[src/rtl/noise_pkg.sv]
`default_nettype none
// ============================================================================
// Package     : noise_pkg
// Description : Shared state encoding, field widths and the noise-channel
//               period table (index 0 = highest pitch, 15 = lowest).
// Revision    : 1.0 - initial release
// ============================================================================
package noise_pkg;

   typedef enum logic [1:0] {
      ST_IDLE    = 2'd0,
      ST_LOAD    = 2'd1,
      ST_PLAY    = 2'd2,
      ST_RELEASE = 2'd3
   } state_t;

   localparam int PERIOD_W     = 32;
   localparam int PERIOD_IDX_W = 4;
   localparam int VOLUME_W     = 4;
   localparam int LENGTH_W     = 6;
   localparam int ID_W         = 2;
   localparam int ENV_SHIFT    = 5;
   localparam int ENV_W        = 9;

   // Phase increments, roughly geometric from highest to lowest pitch.
   localparam logic [0:15][PERIOD_W-1:0] PERIOD_TABLE = {
      32'h0E517467, 32'h0A5A3B2C, 32'h077C1E90, 32'h056A8F14,
      32'h03EC51D8, 32'h02D6A3B0, 32'h020E4C6A, 32'h017D2F40,
      32'h01144E92, 32'h00C82D6C, 32'h00910A3E, 32'h0068F1B4,
      32'h004C0E7A, 32'h00370BD2, 32'h0027D8E6, 32'h001CD5FA
   };

   // Envelope amplitude is the 4-bit volume scaled into a 9-bit range.
   function automatic logic [ENV_W-1:0] volume_to_envelope(input logic [VOLUME_W-1:0] vol);
      return ENV_W'(vol) << ENV_SHIFT;
   endfunction

endpackage
`default_nettype wire

[src/rtl/noise_channel_arbiter_if.sv]
`default_nettype none
// ============================================================================
// Interface   : noise_channel_arbiter_if
// Description : Request/grant bus and channel outputs of the noise arbiter.
// Revision    : 1.0 - initial release
// ============================================================================
interface noise_channel_arbiter_if
   import noise_pkg::*;
#(
   parameter int NUM_REQ = 4
);
   logic                          i_tick_stb;
   logic                          i_note_stb;
   logic [NUM_REQ-1:0]            i_req;
   logic [PERIOD_IDX_W*NUM_REQ-1:0] i_req_period;
   logic [VOLUME_W*NUM_REQ-1:0]   i_req_volume;
   logic [LENGTH_W*NUM_REQ-1:0]   i_req_length;
   logic [NUM_REQ-1:0]            i_req_mode;

   logic [NUM_REQ-1:0]            o_ack;
   logic [ID_W-1:0]               o_active_id;
   logic                          o_busy;
   logic                          o_done;
   logic                          o_preempt;
   logic [PERIOD_W-1:0]           o_phase_delta;
   logic                          o_phase_delta_valid;
   logic                          o_mode;
   logic [ENV_W-1:0]              o_envelope;

   modport master (
      output i_tick_stb, i_note_stb, i_req, i_req_period, i_req_volume,
             i_req_length, i_req_mode,
      input  o_ack, o_active_id, o_busy, o_done, o_preempt, o_phase_delta,
             o_phase_delta_valid, o_mode, o_envelope
   );

   modport slave (
      input  i_tick_stb, i_note_stb, i_req, i_req_period, i_req_volume,
             i_req_length, i_req_mode,
      output o_ack, o_active_id, o_busy, o_done, o_preempt, o_phase_delta,
             o_phase_delta_valid, o_mode, o_envelope
   );
endinterface
`default_nettype wire

[src/rtl/noise_period_rom.sv]
`default_nettype none
// ============================================================================
// Module      : noise_period_rom
// Description : Registered 16x32 period lookup, one cycle read latency.
// Revision    : 1.0 - initial release
// ============================================================================
module noise_period_rom
   import noise_pkg::*;
(
   input  wire logic                    clk,
   input  wire logic                    rst,
   input  wire logic [PERIOD_IDX_W-1:0] addr,
   output logic      [PERIOD_W-1:0]     data
);

   // Registered table read.
   always_ff @(posedge clk) begin
      if (rst) data <= '0;
      else     data <= PERIOD_TABLE[addr];
   end

endmodule
`default_nettype wire

[src/rtl/noise_channel_arbiter.sv]
`default_nettype none
// ============================================================================
// Module      : noise_channel_arbiter
// Description : Fixed-priority arbiter for a single noise channel with
//               preemption, envelope decay and note-length timeout.
// Revision    : 1.0 - initial release
// ============================================================================
module noise_channel_arbiter
   import noise_pkg::*;
#(
   parameter int NUM_REQ     = 4,
   parameter int DECAY_TICKS = 4
)(
   input  wire logic                i_clk,
   input  wire logic                i_reset,
   noise_channel_arbiter_if.slave   bus
);

   localparam int DIV_W = (DECAY_TICKS > 1) ? $clog2(DECAY_TICKS) : 1;
   localparam logic [DIV_W-1:0] DIV_LAST = DIV_W'(DECAY_TICKS - 1);

   state_t                  state, next_state;
   logic                    grant_any;
   logic [ID_W-1:0]         grant_idx;
   logic                    preempt_hit;
   logic                    play_done;
   logic                    load_new;
   logic                    done_pulse;
   logic                    preempt_pulse;

   logic [PERIOD_IDX_W-1:0] period_idx;
   logic [VOLUME_W-1:0]     volume;
   logic [LENGTH_W-1:0]     length;
   logic                    length_limited;
   logic                    mode;
   logic [ID_W-1:0]         active_id;
   logic [DIV_W-1:0]        divider;
   logic [PERIOD_W-1:0]     rom_word;

   // Lowest set request index wins; scan from the top so index 0 lands last.
   always_comb begin
      grant_any = 1'b0;
      grant_idx = '0;
      for (int i = NUM_REQ - 1; i >= 0; i--) begin
         if (bus.i_req[i]) begin
            grant_any = 1'b1;
            grant_idx = ID_W'(i);
         end
      end
   end

   assign preempt_hit = grant_any && (grant_idx < active_id);
   assign play_done   = (volume == '0) || (length_limited && (length == '0));

   // State register.
   always_ff @(posedge i_clk) begin
      if (i_reset) state <= ST_IDLE;
      else         state <= next_state;
   end

   // Next-state and pulse decode; preemption outranks completion, reset masks all.
   always_comb begin
      next_state    = state;
      load_new      = 1'b0;
      done_pulse    = 1'b0;
      preempt_pulse = 1'b0;
      case (state)
         ST_IDLE: begin
            if (grant_any) begin
               load_new   = 1'b1;
               next_state = ST_LOAD;
            end
         end
         ST_LOAD: begin
            if (preempt_hit) begin
               load_new      = 1'b1;
               preempt_pulse = 1'b1;
               next_state    = ST_LOAD;
            end else begin
               next_state = ST_PLAY;
            end
         end
         ST_PLAY: begin
            if (preempt_hit) begin
               load_new      = 1'b1;
               preempt_pulse = 1'b1;
               next_state    = ST_LOAD;
            end else if (play_done) begin
               next_state = ST_RELEASE;
            end
         end
         ST_RELEASE: begin
            done_pulse = 1'b1;
            next_state = ST_IDLE;
         end
         default: next_state = ST_IDLE;
      endcase
      if (i_reset) begin
         next_state    = ST_IDLE;
         load_new      = 1'b0;
         done_pulse    = 1'b0;
         preempt_pulse = 1'b0;
      end
   end

   // Latch the granted requester's fields, then run decay and length counters in PLAY.
   always_ff @(posedge i_clk) begin
      if (i_reset) begin
         period_idx     <= '0;
         volume         <= '0;
         length         <= '0;
         length_limited <= 1'b0;
         mode           <= 1'b0;
         active_id      <= '0;
         divider        <= '0;
      end else if (load_new) begin
         period_idx     <= bus.i_req_period[grant_idx*PERIOD_IDX_W +: PERIOD_IDX_W];
         volume         <= bus.i_req_volume[grant_idx*VOLUME_W +: VOLUME_W];
         length         <= bus.i_req_length[grant_idx*LENGTH_W +: LENGTH_W];
         length_limited <= (bus.i_req_length[grant_idx*LENGTH_W +: LENGTH_W] != '0);
         mode           <= bus.i_req_mode[grant_idx];
         active_id      <= grant_idx;
         divider        <= '0;
      end else if (state == ST_PLAY) begin
         if (bus.i_tick_stb) begin
            if (divider == DIV_LAST) begin
               divider <= '0;
               if (volume != '0) volume <= volume - VOLUME_W'(1);
            end else begin
               divider <= divider + DIV_W'(1);
            end
         end
         if (bus.i_note_stb && (length != '0)) begin
            length <= length - LENGTH_W'(1);
         end
      end
   end

   // Period index is latched at grant, so the ROM word is ready on entry to PLAY.
   noise_period_rom u_period_rom (
      .clk  (i_clk),
      .rst  (i_reset),
      .addr (period_idx),
      .data (rom_word)
   );

   assign bus.o_ack               = load_new ? (NUM_REQ'(1) << grant_idx) : '0;
   assign bus.o_active_id         = active_id;
   assign bus.o_busy              = (state == ST_LOAD) || (state == ST_PLAY);
   assign bus.o_done              = done_pulse;
   assign bus.o_preempt           = preempt_pulse;
   assign bus.o_phase_delta       = (state == ST_PLAY) ? rom_word : '0;
   assign bus.o_phase_delta_valid = (state == ST_PLAY);
   assign bus.o_mode              = (state == ST_PLAY) ? mode : 1'b0;
   assign bus.o_envelope          = (state == ST_PLAY) ? volume_to_envelope(volume) : '0;

endmodule
`default_nettype wire

[src/flat_wrapper.sv]
// flat-port wrapper written by rule: the top's interface ports become plain ports
module noise_channel_arbiter_flat import noise_pkg::*;
#(
   parameter int NUM_REQ     = 4,
   parameter int DECAY_TICKS = 4
)
  (i_clk, i_reset, bus_i_tick_stb, bus_i_note_stb, bus_i_req, bus_i_req_period, bus_i_req_volume, bus_i_req_length, bus_i_req_mode, bus_o_ack, bus_o_active_id, bus_o_busy, bus_o_done, bus_o_preempt, bus_o_phase_delta, bus_o_phase_delta_valid, bus_o_mode, bus_o_envelope);
  noise_channel_arbiter_if #(.NUM_REQ(NUM_REQ)) bus_i ();
  input  wire logic i_clk;
  input  wire logic i_reset;
  input wire logic [$bits(bus_i.i_tick_stb)-1:0] bus_i_tick_stb;
  input wire logic [$bits(bus_i.i_note_stb)-1:0] bus_i_note_stb;
  input wire logic [$bits(bus_i.i_req)-1:0] bus_i_req;
  input wire logic [$bits(bus_i.i_req_period)-1:0] bus_i_req_period;
  input wire logic [$bits(bus_i.i_req_volume)-1:0] bus_i_req_volume;
  input wire logic [$bits(bus_i.i_req_length)-1:0] bus_i_req_length;
  input wire logic [$bits(bus_i.i_req_mode)-1:0] bus_i_req_mode;
  output wire logic [$bits(bus_i.o_ack)-1:0] bus_o_ack;
  output wire logic [$bits(bus_i.o_active_id)-1:0] bus_o_active_id;
  output wire logic [$bits(bus_i.o_busy)-1:0] bus_o_busy;
  output wire logic [$bits(bus_i.o_done)-1:0] bus_o_done;
  output wire logic [$bits(bus_i.o_preempt)-1:0] bus_o_preempt;
  output wire logic [$bits(bus_i.o_phase_delta)-1:0] bus_o_phase_delta;
  output wire logic [$bits(bus_i.o_phase_delta_valid)-1:0] bus_o_phase_delta_valid;
  output wire logic [$bits(bus_i.o_mode)-1:0] bus_o_mode;
  output wire logic [$bits(bus_i.o_envelope)-1:0] bus_o_envelope;
  assign bus_i.i_tick_stb = bus_i_tick_stb;
  assign bus_i.i_note_stb = bus_i_note_stb;
  assign bus_i.i_req = bus_i_req;
  assign bus_i.i_req_period = bus_i_req_period;
  assign bus_i.i_req_volume = bus_i_req_volume;
  assign bus_i.i_req_length = bus_i_req_length;
  assign bus_i.i_req_mode = bus_i_req_mode;
  assign bus_o_ack = bus_i.o_ack;
  assign bus_o_active_id = bus_i.o_active_id;
  assign bus_o_busy = bus_i.o_busy;
  assign bus_o_done = bus_i.o_done;
  assign bus_o_preempt = bus_i.o_preempt;
  assign bus_o_phase_delta = bus_i.o_phase_delta;
  assign bus_o_phase_delta_valid = bus_i.o_phase_delta_valid;
  assign bus_o_mode = bus_i.o_mode;
  assign bus_o_envelope = bus_i.o_envelope;
  noise_channel_arbiter #(.NUM_REQ(NUM_REQ), .DECAY_TICKS(DECAY_TICKS)) u_core (.i_clk(i_clk), .i_reset(i_reset), .bus(bus_i));
endmodule
[config.mk]
export PLATFORM = sky130hd
export DESIGN_NAME = noise_channel_arbiter_flat
export DESIGN_NICKNAME = d
export VERILOG_FILES = /design/src/rtl/noise_pkg.sv /design/src/rtl/noise_channel_arbiter_if.sv /design/src/rtl/noise_period_rom.sv /design/src/rtl/noise_channel_arbiter.sv /design/src/flat_wrapper.sv
export SDC_FILE = /design/constraint.sdc
export NUM_CORES = 1
export LEC_CHECK = 0
export ABC_CLOCK_PERIOD_IN_PS = 3000
export BUFFER_PORTS_ARGS = -buffer_cell sky130_fd_sc_hd__buf_2
export CAP_MARGIN = 20
export CORE_ASPECT_RATIO = 0.9
export CORE_UTILIZATION = 36
export CTS_BUF_LIST = sky130_fd_sc_hd__clkbuf_2
export DETAILED_ROUTE_END_ITERATION = 7
export PLACE_DENSITY = 0.64
export SYNTH_ARGS = -nofsm -noshare
export SYNTH_HDL_FRONTEND = slang
export SYNTH_SLANG_ARGS = --single-unit
[constraint.sdc]
create_clock -name i_clk -period 3 [get_ports i_clk]
set_input_delay 0.6 -clock i_clk [delete_from_list [all_inputs] [get_ports i_clk]]
set_output_delay 0.6 -clock i_clk [all_outputs]
set_load 0.01 [all_outputs]
## Word level (Yosys, flattened, before mapping)

Memory sizes are Yosys's and may differ from the RTL's. A register that Yosys moved wholly into a read port is not among the register bits.
Cells that the tools add are included.

| storage, ports and cells | value |
|---|---|
| bits in read-only memories | 512 |
| register bits after elaboration | 22 |
| memories | 1 |
| output and inout port bits | 52 |

Memory list:

| name | words | bits a word | rd ports | clocked after memory_dff | write ports | RTL line | text |
|---|---|---|---|---|---|---|---|
| (name not given) | 16 | 32 | 1 | 1 | 0 | noise_period_rom.sv:19 | `else data <= PERIOD_TABLE[addr];` |

| cells by class | value |
|---|---|
| bitwise logic cells | 1 |
| add/subtract/negate cells | 3 |
| reductions and logical operators | 22 |
| equality and inequality tests | 6 |
| shift-type cells | 4 |
| muxes and demuxes | 36 |
| multiply operators | 1 |
| order comparisons | 2 |

Operators with widths:

| operator | number |
|---|---|
| $mux 32 | 1 |
| $shiftx 16x5->4 | 2 |
| $mux 4 | 6 |
| $shiftx 24x6->6 | 1 |
| $mux 2 | 9 |
| $mux 6 | 3 |
| $mux 1 | 13 |
| $reduce_bool 6->1 | 2 |
| $reduce_bool 2->1 | 5 |
| $mux 9 | 1 |
| $pmux 2 s4 | 1 |
| $eq 2x2->1 const B | 3 |
| $logic_not 6->1 | 1 |
| $reduce_and 2->1 | 3 |
| $sub 6x1->6 const B | 1 |
| $not 4->5 | 1 |
| $logic_not 4->1 | 1 |
| $mul 2x2->4 const B | 1 |
| $reduce_and 4->1 | 1 |
| $reduce_bool 4->1 | 1 |
| $reduce_or 2->1 | 2 |
| $shl 1x2->4 const A | 1 |
| $sub 4x1->4 const B | 1 |
| $logic_and 1x1->1 | 3 |
| 10 further kinds | 11 |

## Depth between registers and ports, before layout

| logic depth | value |
|---|---|
| word-level depth | 11 |
| depth in mapped cells | 11 |
| mapped depth without buffers | 8 |

## Hierarchy

From an unflattened synthesis, not the netlist that was laid out.

| unflattened totals | value |
|---|---|
| cells, all modules | 433 |
| area, all modules | 3636.0 µm² |

Modules (own cells, without submodules):

| module | area each (µm²) | cells each | seq. area each (µm²) | times used |
|---|---|---|---|---|
| noise_channel_arbiter | 2189.6 | 279 | 440.4 | 1 |
| noise_period_rom | 1446.4 | 154 | 560.5 | 1 |

## Worst setup path after synthesis

OpenSTA, ideal clock, no wires.

| path | value |
|---|---|
| path kind | in2out |
| start point | input port bus_i_req[2] |
| end point | output port bus_o_ack[0] |
| arrival time | 2.617 ns |
| path buffers | 3 |
| stages | 10 |
| slack | -0.217 ns |
| cells stage by stage | buf_6 -> or2_2 -> nand2_1 -> clkinv_1 -> buf_2 -> ha_1 -> o311ai_4 -> a31oi_4 -> buf_6 -> nor4_1 |

| on the way | value |
|---|---|
| cells in the longest elaborated chain, start to end | 9 |
| elaborated cells on any way between the ends | 14 |
| those cells by class | 1 x order compare; 1 x shift; 11 x mux; 1 x reduce/logical |

Ends and longest elaborated chain:

| element | RTL line | text |
|---|---|---|
| start: declaration | flat_wrapper.sv:13 | `input wire logic [$bits(bus_i.i_req)-1:0] bus_i_req;` |
| $mux 2 * (3 in series) | noise_channel_arbiter.sv:45 | `if (bus.i_req[i]) begin` |
| net u_core.grant_idx[1] | noise_channel_arbiter.sv:24 | `logic [ID_W-1:0] grant_idx;` |
| $lt 2x2->1 | noise_channel_arbiter.sv:52 | `assign preempt_hit = grant_any && (grant_idx < active_id);` |
| $logic_and 1x1->1 | noise_channel_arbiter.sv:52 |  |
| $mux 1 | noise_channel_arbiter.sv:75, noise_channel_arbiter.sv:84 |  |
| $pmux 1 s2 | noise_channel_arbiter.sv:67 | `case (state)` |
| $mux 1 | noise_channel_arbiter.sv:98 | `if (i_reset) begin` |
| $mux 4 * | noise_channel_arbiter.sv:147 | `assign bus.o_ack = load_new ? (NUM_REQ'(1) << grant_idx) : '0;` |
| end: declaration | flat_wrapper.sv:18 | `output wire logic [$bits(bus_i.o_ack)-1:0] bus_o_ack;` |

Mark *: on every way through the listed nets, which the timed path passes. The rest lies on a longest branch.

## Final worst setup path

| path | value |
|---|---|
| start point | input port bus_i_req[2] |
| end point | output port bus_o_ack[3] |

| on the way | value |
|---|---|
| cells in the longest elaborated chain, start to end | 9 |
| elaborated cells on any way between the ends | 14 |
| those cells by class | 1 x order compare; 1 x shift; 11 x mux; 1 x reduce/logical |

Ends and longest elaborated chain:

| element | RTL line |
|---|---|
| $mux 2 (3 in series) | noise_channel_arbiter.sv:45 |
| $lt 2x2->1 | noise_channel_arbiter.sv:52 |
| $logic_and 1x1->1 | noise_channel_arbiter.sv:52 |
| $mux 1 | noise_channel_arbiter.sv:75, noise_channel_arbiter.sv:84 |
| $pmux 1 s2 | noise_channel_arbiter.sv:67 |
| $mux 1 | noise_channel_arbiter.sv:98 |
| $mux 4 * | noise_channel_arbiter.sv:147 |

Every way passes the cells marked *; elsewhere a longest branch is shown, timed or not.

==> impl_metrics.toml <==
[route]
vias = 3446
drc = 0
wl_per_cell_microns = 13.9
ant_nets = 0
wl_microns = 9330
drt_first_pass_iters = 5
via_per_inst = 5.15
drtIter0Drc = 145

[sta]
tightest_slew_ps = 709
setup-tns-final_ps = 0
period_share_pct = 97.9
rsz0062_at_grt = "no"
finalCriticalPeriod_ps = 2940
fmax_mhz = 341
relSlewSlack_pct = 52.7
fin_skew_ps = 6.14
finalSetupViolCount = 0
slew_violations = 0
whs_ps = 501
finalHoldViolCount = 0

[synthesis]
yosys-top-cells-count = "50 x dfxtp_1, 37 x a21oi_1, 31 x and2_1"
synth_edf_count = 0
avgSynthCellArea_sq_um = 8.18
ys_seq_area_share_pct = 27.7
synthCells = 442
ys_seq_elements = 50
synth_area_leaders = "dfxtp_1 28%, ha_1 7.3%, and2_1 5.4%"
ys.flop_type = "dfxtp_1"
synthArstFlopShare_pct = 0
synth_warnings = 0
synthDominantCellAreaShare_pct = 27.7
yosysMostFrequentCell = "dfxtp_1"
syn_area_sq_um = 3620
synth_area_leader_cell = "dfxtp_1"
ys_types = 63

[layout]
syn_to_final_growth_pct = 19.0
layout-drive-gt1-share_pct = 30.8
diodes = 0
nets = 631
final_util_pct = 44.4
final_area_sq_um = 4310
n_fill_cell = 969

[worst_setup_path]
crit_chain = "buf_2 -> or2_2 -> nand2_4 -> clkinv_4 -> ha_1 -> o311ai_4 -> a31oi_4 -> nor2_4 -> and4b_1 -> buf_2"
arrival_ps = 2340
crit_path_max_fanout = 6
endpoint_kind = "primary output"
crit_path_top_delay_cell = "or2_2"
cpPeakStageDelay_ps = 330
start_kind = "input pin"
required_ps = 2400
critical_path_class = "in2out"
cpMostUsedCell = "buf_2"

[global_routing]
grt_pass1_vias = 3230
grt-ovfl-total = 0
grt_usage_pct = 18.3
grt_max_degree = 36
antenna_found_initial = 0
grt_pass1_wl_microns = 15500

[clock_tree]
cts_tree = "yes"
worstSkewPairLatency_ps = 440
clock-sinks = 50
numCtsBuffers = 5
cts.path.max_buffers = 2
cts-root-buf = "clkbuf_2"
hold_buffers = 0
htreeDepth = 2
clk_pin_slew_ps = 250
cts-resized-gates = 0
cts_setup_buffers = 0

[floorplan]
coreArea_sq_um = 9700
die_w_microns = 108
io_pins = 120
row_count = 34
start_util_pct = 37.3
fp.dieArea_sq_um = 10500
dieHeight_microns = 97.1

[pwr]
ir_drop_mv = 0.172
p_leak_nw = 1.93
powerDensity_nw_per_um2 = 506
totalPowerFinal_mw = 2.18

[place]
gp_congestion = 0.865
port_buffers = 110
hpwl_microns = 7260
placed_cell_area_sq_um = 4260

[hold_path]
hold_class = "reg2reg"

[run]
drv_cap = 0

[status]
status = "complete, no violations"
## metal layers
metal | vias to the layer above | track usage (%) | wire, microns
met1 | 1565 | 27.4 | 4740
met4 | 0 | 3.79 | 75
li1 | 1774 | - | -
met2 | 100 | 27.7 | 3990
met5 | - | 0 | 0
met3 | 7 | 2.28 | 522
## worst max-delay path: cells and delay by family
kind                       cells  cell delay (ps)
AOI/OAI and AO/OA              2              300
and+or+nand+nor                4              850
buffers and inverters          3              280
adders and majority gates      1              300
## path summary, 6_finish.rpt
path / startpoint / to / slack, ps / depth (start not counted)
worst max-delay path: bus_i_req[2] / bus_o_ack[3] / 60 / 10
worst max register to register: u_core.state[0]$_SDFFE_PP0P_ / u_core.volume[3]$_SDFFE_PP0P_ / 760 / 7
worst min register to register: u_core.mode$_SDFFE_PP0P_ / u_core.mode$_SDFFE_PP0P_ / 500 / 2
worst min-delay path: u_core.mode$_SDFFE_PP0P_ / u_core.mode$_SDFFE_PP0P_ / 500 / 2
## stage by stage
step,setup slack (ps),std cells
2_1_floorplan,3.78,450
3_3_place_gp,85.5,661
3_5_place_dp,52.3,661
4_1_cts,48.2,669
5_1_grt,0.984,669
6_report,63.2,669
## layout make-up
type                       count  area [sq um]  area share [%]
multi-input combinational    328          2300            53.4
sequential                    50          1000            23.2
timing repair buffer         128           689            16.0
tap                          126           158            3.66
inverter                      29           114            2.64
clock buffer                   5          25.0           0.581
clock inverter                 3          21.3           0.494
## cells by family (layout without fill, tap and decap cells)
| kind of cell | after synthesis | in the layout | synth area share (%) |
|---|---|---|---|
| AO/OA/AOI/OAI | 132 | 132 | 25.7 |
| XOR/XNOR | 8 | 8 | 1.94 |
| adder cells (fa/ha/maj) | 21 | 21 | 7.26 |
| buffers and inverters | 72 | 165 | 10.4 |
| flip-flops | 50 | 50 | 27.7 |
| multiplexers | 17 | 17 | 4.98 |
| other | 1 | 9 | 0.104 |
| AND/OR/NAND/NOR | 141 | 141 | 22.0 |
## power breakdown
group / switching [mW] / internal (mW)
clock network: 0.225 / 0.0574
registers: 0.0905 / 0.811
logic: 0.580 / 0.413
## state kept, by name, summed over array words and instances (netlist names)
| name | cells |
|---|---|
| u_core.mode | 1 |
| u_core.state | 2 |
| u_core.bus.o_active_id | 2 |
| u_core.length | 6 |
| u_core.length_limited | 1 |
| u_core.divider | 2 |
| u_core.u_period_rom.data | 28 |
| u_core.period_idx | 4 |
| u_core.volume | 4 |
## cells in the final DEF, fill, tap and decap left out, types with 9 or more instances in the layout
cell type / instances
mux2i_1: 9
o211ai_1: 21
nor2_1: 28
a211oi_1: 20
a21oi_1: 37
o21ai_0: 18
nand2_1: 17
dfxtp_1: 50
inv_1: 27
buf_4: 17
nor3_1: 14
buf_2: 110
and2_1: 31
conb_1: 9
ha_1: 21
Power figures use the tool's default switching activity.
